$ cat src/rtl/smart_stack.sv
// Hardware data stack: eight-entry shift-register stack with registered views of the top two
// entries. One operation per clock, selected by a 3-bit code and gated by a store strobe.
module smart_stack #(
  parameter int unsigned WIDTH = 16,
  parameter int unsigned DEPTH = 8
) (
  input  logic             i_clk,
  input  logic             i_rst,
  input  logic             i_fetch,
  input  logic             i_store,
  input  logic [2:0]       i_function,
  input  logic [WIDTH-1:0] i_write_D,
  output logic [WIDTH-1:0] o_read_A,
  output logic [WIDTH-1:0] o_read_B
);

  typedef enum logic [2:0] {
    OpNop   = 3'b000,
    OpPush  = 3'b001,
    OpDrop  = 3'b010,
    OpDup   = 3'b011,
    OpSwap  = 3'b100,
    OpOver  = 3'b101,
    OpRepl1 = 3'b110,
    OpRepl2 = 3'b111
  } op_e;

  logic [WIDTH-1:0] stack_q [DEPTH];
  logic [WIDTH-1:0] stack_d [DEPTH];

  always_comb begin
    stack_d = stack_q;
    // i_function may be undriven while i_store is low, so decode only under the strobe.
    if (i_store) begin
      case (op_e'(i_function))
        OpPush: begin
          for (int i = 1; i < DEPTH; i++) stack_d[i] = stack_q[i-1];
          stack_d[0] = i_write_D;
        end
        OpDrop: begin
          for (int i = 0; i < DEPTH - 1; i++) stack_d[i] = stack_q[i+1];
          stack_d[DEPTH-1] = '0;
        end
        OpDup: begin
          for (int i = 1; i < DEPTH; i++) stack_d[i] = stack_q[i-1];
        end
        OpSwap: begin
          stack_d[0] = stack_q[1];
          stack_d[1] = stack_q[0];
        end
        OpOver: begin
          for (int i = 1; i < DEPTH; i++) stack_d[i] = stack_q[i-1];
          stack_d[0] = stack_q[1];
        end
        OpRepl1: stack_d[0] = i_write_D;
        OpRepl2: begin
          // A and B consumed, result pushed: everything below B moves up one slot.
          for (int i = 1; i < DEPTH - 1; i++) stack_d[i] = stack_q[i+1];
          stack_d[DEPTH-1] = '0;
          stack_d[0]       = i_write_D;
        end
        default: ;
      endcase
    end
  end

  always_ff @(posedge i_clk or posedge i_rst) begin
    if (i_rst) begin
      stack_q  <= '{default: '0};
      o_read_A <= '0;
      o_read_B <= '0;
    end else begin
      stack_q <= stack_d;
      // Outputs take the post-operation values of the same edge.
      if (i_fetch) begin
        o_read_A <= stack_d[0];
        o_read_B <= stack_d[1];
      end
    end
  end

endmodule

$ cat config.mk
export PLATFORM = sky130hd
export DESIGN_NAME = smart_stack
export DESIGN_NICKNAME = d
export VERILOG_FILES = /design/src/rtl/smart_stack.sv
export SDC_FILE = /design/constraint.sdc
export NUM_CORES = 1
export LEC_CHECK = 0
export BUFFER_PORTS_ARGS = -buffer_cell sky130_fd_sc_hd__buf_2
export CAP_MARGIN = 20
export CORE_ASPECT_RATIO = 0.75
export CORE_UTILIZATION = 57
export CTS_CLUSTER_SIZE = 30
export DETAILED_ROUTE_END_ITERATION = 7
export GPL_ROUTABILITY_DRIVEN = 0
export GPL_TIMING_DRIVEN = 1
export PLACE_DENSITY = 0.73
export SETUP_SLACK_MARGIN = 0.15
export SYNTH_ARGS = -nofsm -noshare
export SYNTH_HDL_FRONTEND = slang
export SYNTH_SLANG_ARGS = --single-unit
$ cat constraint.sdc
create_clock -name i_clk -period 5.1 [get_ports i_clk]
set_input_delay 0.255 -clock i_clk [delete_from_list [all_inputs] [get_ports i_clk]]
set_output_delay 0.255 -clock i_clk [all_outputs]
set_load 0.02 [all_outputs]
* After elaboration in Yosys (flattened, before gate mapping) *
Cells that the tools add are included.
Widths: inputs -> output; s select.

cells by class
  eq/ne operators = 7
  mux-type cells = 4
  reductions and logical operators = 7

operators by type and width
  operator            count
  $pmux 96 s2         1
  $mux 128            1
  $pmux 16 s2         2
  $eq 3x3->1 const B  4
  $reduce_or 3->1     3
  $eq 3x2->1 const B  2
  $reduce_or 4->1     1
  $eq 3x1->1 const B  1
  $reduce_and 2->1    1
  $reduce_bool 2->1   1
  $reduce_or 2->1     1

word-level totals
  word-level logic and storage cells = 28
  flip-flop bits (word level) = 160

* Depth between registers and ports, before layout *
Gate-level depths: netlist of run 1.

  word-level depth = 4
  mapped depth = 8
  depth with buffers taken out = 4

* Least setup slack after synthesis of run 1 *
OpenSTA, ideal clock, no wires.

  path type = input to register
  start = in i_function[2]
  end = reg o_read_B[2]
  buffers on the path = 3
  slack = 3,493 ps
  stages on the path = 7
  arrival = 1,488 ps
  cells stage by stage = buf_2 -> and2b_1 -> or2_1 -> clkbuf_1 -> buf_2 -> a22o_1 -> a21bo_1

on the way
  word-level cells in the longest chain between the ends = 4

RTL lines
  item                                                                 RTL line  text
  from (decl)                                                          11        input logic [2:0] i_function,
  $eq 3x3->1, or another cell as far along                             35        case (op_e'(i_function))
  $reduce_or 4->1 (no line) / $reduce_or 2->1 (equally long branches)  -
  $pmux 16 s2 *                                                        35
  $mux 128 *                                                           34        if (i_store) begin
  to (signal assigned)                                                 77        o_read_B <= stack_d[1];
  to (decl)                                                            14        output logic [WIDTH-1:0] o_read_B

Mark *: on every way between the ends. The rest lies on a longest branch, timed or not.
A chain may end at the register's enable or synchronous reset.

* Worst setup path after layout of run 1 *
  start = in i_function[0]
  end = reg stack_q[23] (netlist bit)

on the way
  word-level cells in the longest chain between the ends = 4

RTL lines
  item                                                                 RTL line  text
  $eq 3x3->1, or another cell as far along                             35
  $reduce_or 3->1 (no line) / $reduce_or 2->1 (equally long branches)  -
  $reduce_bool 2->1 (no line)                                          -
  $reduce_and 2->1 (no line)                                           -
  to (signal assigned)                                                 73        stack_q <= stack_d;
  to (decl)                                                            28        logic [WIDTH-1:0] stack_q [DEPTH];

Parallel ways exist; a longest one is shown, timed or not.

==> metrics.md, run 1 <==
| Metric | Value |
|---|---|
| CTS buffer count | 17 |
| Vias in the first global route | 6,011 |
| Outcome | complete, no violations |
| Maximum number of pins on one net before global-route repair | 118 |
| Drt pass-1 iters | 7 |
| DRT met1 WL | 8860 um |
| Max Cap Violations | 0 |
| Ports | 55 |
| Largest cells by area after synthesis | dfrtp_1 (52%), a21oi_1 (12%), nand2_1 (7.8%) |
| Sequential fraction of the synthesis area | 0.515 |
| Floorplan row count | 36 |
| Clock Sinks | 160 |
| Max-slew violation count | 0 |
| Final worst path period need | 2120 ps |
| Vias | 6,635 |
| CP Capture Type | register |
| First-pass GRT wire length | 31,000 um |
| Area after DPL | 8030 sq um |
| Sw Ratio | 0.314 |
| Final Setup Violations | 0 |
| Combinational group share of total power | 0.195 |
| Routed vias/inst | 6.23 |
| Slew HR | 0.325 |
| Max Freq | 0.471 GHz |
| Area Overhead vs Synth | 12.8% |
| Synthesized area | 7770 sq um |
| Drt first-iter violations | 571 |
| Synth Area per Inst | 8.95 sq um |
| Worst-margin pin slew | 1010 ps |
| Critical path required time | 5460 ps |
| CTS tree | yes |
| Clk_skew | 4.92 ps |
| Die width | 137 um |
| Share of the synthesized area in the top cell type | 0.515 |
| Top layer in use | met4 |
| CP Class | in -> reg |
| Power density cells | 452 nW/um^2 |
| H-tree depth | 4 |
| R2r setup slk | 3580 ps |
| Die Y | 103 um |
| Maximum vdd drop | 0.371 mV |
| CP max FO | 43 |
| Die ar. | 14,100 sq um |
| # diodes | 0 |
| Net Sw Power | 1.24 mW |
| Post-synthesis async set-or-reset flop share | 1.00 |
| Syn_nets | 891 |
| Grt total ovfl | 0 |
| DR WL/cell | 18.3 um |
| Metal2 WL | 9080 um |
| GRT Util Overall | 0.289 |
| Bufs on Longest Clock Path | 2 |
| DP Wirelength | 11,600 um |
| Sequential share of power | 0.456 |
| CP Launch Type | input port |
| # port buffers | 54 |
| Data arrival, critical path | 2480 ps |
| Clk root buf | clkbuf_16 |
| Setup_tns | 0 ps |
| FILL cells | 1,035 |
| DR WL met3 | 1320 um |
| Fin area | 8760 sq um |
| Initial antenna violation count | 0 |
| Core area | 13,200 sq um |
| Cell-internal power | 2.72 mW |
| Final number of hold-violating endpoints | 0 |
| Final wirelength | 19,500 um |
| Storage cell area | 4000 sq um |
| Unrepaired setup endpoints after global routing | false |
| Leakage | 4.08 nW |
| Seq cells post-synth | 160 |
| Mapped Cells | 868 |
| Number of synthesized flops with an enable pin | 0 |
| Clock transition at the registers of the reported paths | 60 ps |
| Yosys cell types | 33 |
| Final period util | 0.416 |
| Warnings, synthesis | 0 |
| Worst-skew pair later-pin latency | 440 ps |
| Clk network pwr share | 0.348 |
| Initial core utilization | 0.591 |
| Synth area leader | dfrtp_1 |
| Hold Crit Class | in -> reg |
| Share of cells above drive strength 1 | 0.148 |
| Top_reg_cell synth | dfrtp_1 |
| Multi-input logic area | 3440 sq um |
| Final #Nets | 904 |
| Antenna-violating nets left | 0 |
| DRC | 0 |
| CTS resizes | 0 |
state kept, by name, summed over array words and instances, names as in the netlist:
register,count
o_read_A,16
stack_q,128
o_read_B,16
area by class of cell:
class                           count  share of cell area
Timing Repair Buffer               71              0.0521
Sequential cell                   160               0.457
Tap cell                          171              0.0244
Multi-Input combinational cell    629               0.392
Inverter                            2             0.00143
Clock inverter                     13              0.0211
Clock buffer                       19              0.0517
kinds of logic after synthesis:
logic type,after synthesis,share of synthesized area
xor gates and xnor gates,2,0.00225
DFF,160,0.515
AOI/OAI and AO/OA,309,0.255
and+or+nand+nor,318,0.183
buffers and inverters,79,0.0443
per-stage QoR:
step	setup slack, ps	total power, mW	hold WS [ps]	util	instances
finish	2980	3.96	234	0.666	1065
global route	2750	4.15	270	0.666	1065
CTS	2620	3.96	113	0.659	1060
detailed placement	2180	2.58	456	0.610	1028
global placement	2250	2.53	449	0.610	1028
floorplan	525	2.32	439	-	868
layer usage:
layer	global-route usage	vias to the layer above
li1	-	3082
met1	0.410	3325
met3	0.0664	25
met2	0.442	203
met4	0.0964	0
met5	0	-
worst paths after layout:
check	from	endpoint	depth (start not counted)
setup / recovery	i_function[0]	stack_q[23]$_DFFE_PP0P_	6
hold / removal	i_write_D[9]	o_read_A[9]$_DFFE_PP0P_	5
setup reg to reg	stack_q[102]$_DFF_PP0_	o_read_A[6]$_DFFE_PP0P_	4
hold reg to reg	stack_q[14]$_DFFE_PP0P_	stack_q[14]$_DFFE_PP0P_	2
max in group asynchronous	i_rst	stack_q[123]$_DFF_PP0_	5
min in group asynchronous	i_rst	stack_q[20]$_DFFE_PP0P_	3
critical path, cell delays in order:
cell and delay (ps):
buf_2 590, xnor2_1 200, nand2_2 600, buf_4 520, nand2_1 120, a21oi_1 150
synth_stat cells, types with 2 or more instances:
master	instances
buf_4	2
a32oi_1	16
nand3_1	34
nor2_1	81
nand3b_1	16
clkbuf_1	40
a21bo_1	12
or3b_2	16
a21bo_2	4
buf_1	3
a22oi_1	16
and2b_1	2
buf_2	32
a21oi_1	192
and2_1	2
nand2_1	161
dfrtp_1	160
nor2b_1	2
a22o_1	63
cells in the final DEF, fill, tap and decap left out, types with 17 or more instances in the layout:
| master | Yosys | final |
|---|---|---|
| a21oi_1 | 192 | 192 |
| a22o_1 | 63 | 63 |
| buf_2 | 32 | 54 |
| clkbuf_16 | 0 | 17 |
| dfrtp_1 | 160 | 160 |
| nand2_1 | 161 | 160 |
| nand3_1 | 34 | 34 |
| nor2_1 | 81 | 81 |
power by group through the flow:
stage / registers (mW) / clock network, mW / logic [mW]
after global routing: 1.84 / 1.44 / 0.869
after global placement: 1.80 / 0 / 0.732
after detailed placement: 1.82 / 0 / 0.764
after floorplan: 1.80 / 0 / 0.528
final: 1.81 / 1.38 / 0.774
after CTS: 1.80 / 1.39 / 0.769
what timing repair did:
action / in CTS / in global routing
hold buffers: 0 / 1
endpoints found under the hold margin: 0 / 29
buffers inserted: 0 / 0
Power figures use the tool's default switching activity.
==> run 2: changes to the inputs <==
--- a/config.mk
+++ b/config.mk
@@ -5,10 +5,11 @@
 export SDC_FILE = /design/constraint.sdc
 export NUM_CORES = 1
 export LEC_CHECK = 0
+export ABC_AREA = 1
 export BUFFER_PORTS_ARGS = -buffer_cell sky130_fd_sc_hd__buf_2
 export CAP_MARGIN = 20
 export CORE_ASPECT_RATIO = 0.75
-export CORE_UTILIZATION = 57
+export CORE_UTILIZATION = 54
 export CTS_CLUSTER_SIZE = 30
 export DETAILED_ROUTE_END_ITERATION = 7
 export GPL_ROUTABILITY_DRIVEN = 0
==> constraint.sdc (replaced) <==
create_clock -name i_clk -period 1.79 [get_ports i_clk]
set_input_delay 0.0895 -clock i_clk [delete_from_list [all_inputs] [get_ports i_clk]]
set_output_delay 0.0895 -clock i_clk [all_outputs]
set_load 0.02 [all_outputs]
==> metrics.md, run 2 <==
| Metric | Value |
|---|---|
| R2R Path Start | stack_q[100]$_DFF_PP0_ |
| Area after DPL | 7540 sq um |
| Initial antenna violation count | 0 |
| Final period util | 0.643 |
| CP Buf/Inv Count | 1 |
| Post-CTS Hold Fix Bufs | 1 |
| Maximum vdd drop | 1.08 mV |
| Leakage | 4.11 nW |
| Unrepaired setup endpoints after global routing | false |
| Initial core utilization | 0.568 |
| Die width | 135 um |
| Synth top cells by count | nand2_1 (421), dfrtp_1 (160), a31oi_1 (80), nor2_1 (80), nand3_1 (50) |
| HP Start | i_write_D[8] |
| Core Util, Final | 0.645 |
| Outcome | complete, no violations |
| Top_reg_cell synth | dfrtp_1 |
| Clock Sinks | 160 |
| Power density cells | 1270 nW/um^2 |
| Max Freq | 0.868 GHz |
| Antenna-violating nets left | 0 |
| Largest cells by area after synthesis | dfrtp_1 (56%), nand2_1 (22%), a31oi_1 (7.0%) |
| DRC | 0 |
| Final number of hold-violating endpoints | 0 |
| Synth area leader | dfrtp_1 |
| Commonest non-fill, non-tap cell in the layout | nand2_1 |
| Slowest stage delay, CP | 440 ps |
| Routed vias/inst | 5.42 |
| Top reg by flops | stack_q |
| Most frequent cell after synthesis | nand2_1 |
| DP Wirelength | 9940 um |
| Cell-internal power | 6.96 mW |
| Grt total ovfl | 0 |
| Placed cell count | 1,073 |
| Cells along the critical path | buf_2 |
| CP Launch Type | register |
| Synth Area per Inst | 7.96 sq um |
| Net Sw Power | 3.36 mW |
| CP max FO | 2 |
| Clk_skew | 7.56 ps |
| Critical path required time | 1700 ps |
| Mapped Cells | 897 |
| Seq cells post-synth | 160 |
| Drt pass-1 iters | 6 |
| Floorplan row count | 35 |
| Worst-margin pin slew | 698 ps |
| Clk network pwr share | 0.328 |
| Critical path's top delay family | flip-flops |
| Warnings, synthesis | 0 |
| DR WL/cell | 14.5 um |
| Share of cells above drive strength 1 | 0.118 |
| Share of the synthesized area in the top cell type | 0.561 |
| Die Y | 102 um |
| Area Overhead vs Synth | 13.4% |
| Combinational group share of total power | 0.187 |
| CTS tree | yes |
| Clock transition at the registers of the reported paths | 60 ps |
| # port buffers | 54 |
| # diodes | 0 |
| First-pass GRT wire length | 27,200 um |
| Finished Layout Cells | 1,106 |
| Die ar. | 13,700 sq um |
| Drt first-iter violations | 512 |
| Worst-skew pair later-pin latency | 430 ps |
| Final #Nets | 950 |
| Bufs on Longest Clock Path | 2 |
| Final wirelength | 16,100 um |
| CP Capture Type | output port |
| Maximum number of pins on one net before global-route repair | 88 |
| FILL cells | 1,041 |
| Max FFs per register | 128 |
| CP Class | reg -> out |
| Sequential fraction of the synthesis area | 0.561 |
| Syn_nets | 920 |
| H-tree depth | 4 |
| Vias in the first global route | 5,652 |
| Top Registers | stack_q (128), o_read_A (16), o_read_B (16) |
| Max-slew violation count | 0 |
| CTS buffer count | 17 |
| Slew HR | 0.534 |
| Yosys cell types | 18 |
| Post CTS Setup Buffer Count | 0 |
| Commonest non-fill, non-tap cells in the layout | nand2_1 (421), dfrtp_1 (160), nor2_1 (80), a31oi_1 (80), buf_2 (54) |
| Sw Ratio | 0.325 |
| Max Cap Violations | 0 |
| Fin area | 8100 sq um |
| Ports | 55 |
| CP Launch Point | o_read_A[1]$_DFFE_PP0P_ |
| Synthesized area | 7140 sq um |
| Data arrival, critical path | 1060 ps |
| Sequential share of power | 0.485 |
| Final Setup Violations | 0 |
| Slowest cell on crit path | dfrtp_1 |
| Vias | 5,999 |
| GRT Util Overall | 0.255 |
| Hold Crit Class | in -> reg |
| Final worst path period need | 1150 ps |
| CTS resizes | 0 |
| Number of synthesized flops with an enable pin | 0 |
| Clk root buf | clkbuf_16 |
| Core area | 12,600 sq um |
| Post-synthesis async set-or-reset flop share | 1.00 |
[run 2: kinds of logic (layout without fill, tap and decap cells)]
group | Yosys count | after routing | share of synthesized area
compound gates | 97 | 97 | 0.0820
buf+inv | 81 | 124 | 0.0513
simple gates | 559 | 559 | 0.306
flops | 160 | 160 | 0.561
[run 2: final cells by class]
class	count	area [sq um]	share of cell area
multi-input cells	656	2770	0.342
repair buffers	70	480	0.0593
flip-flops and latches	160	4000	0.494
clock buffers	19	443	0.0547
inverters	22	86.3	0.0107
well taps	166	208	0.0256
clock inverters	13	106	0.0131
[run 2: through the flow]
step	power (mW)	setup TNS, ps	hold WS (ps)	setup WS [ps]
finish	10.3	0	18.0	639
global route	10.9	0	28.3	604
CTS	10.4	0	6.69	638
detailed placement	6.99	0	222	361
global placement	6.93	0	235	404
floorplan	6.36	-52530	339	-328
[run 2: final timing paths]
| kind | endpoint | slack (ps) | depth (start not counted) |
|---|---|---|---|
| worst max-delay path | o_read_A[1] | 640 | 1 |
| worst min-delay path | stack_q[120]$_DFF_PP0_ | 20 | 5 |
| worst max register to register | o_read_A[4]$_DFFE_PP0P_ | 830 | 6 |
| worst min register to register | o_read_A[14]$_DFFE_PP0P_ | 470 | 2 |
| max in group asynchronous | o_read_B[11]$_DFFE_PP0P_ | 1040 | 4 |
| min in group asynchronous | stack_q[23]$_DFFE_PP0P_ | 320 | 4 |
[run 2: layer usage]
layer	up-vias	GRT usage	routed length [um]
met5	-	0	0
met2	174	0.393	7350
met1	2864	0.366	7610
li1	2948	-	-
met4	0	0.0648	136
met3	13	0.0606	989
[run 2: power groups by stage]
stage / clock network, mW / logic [mW] / registers [mW]
2_1_floorplan: 0 / 1.30 / 5.06
3_3_place_gp: 0 / 1.88 / 5.05
3_5_place_dp: 0 / 1.94 / 5.04
4_1_cts: 3.43 / 1.95 / 5.00
5_1_grt: 3.61 / 2.22 / 5.10
6_report: 3.38 / 1.93 / 5.01
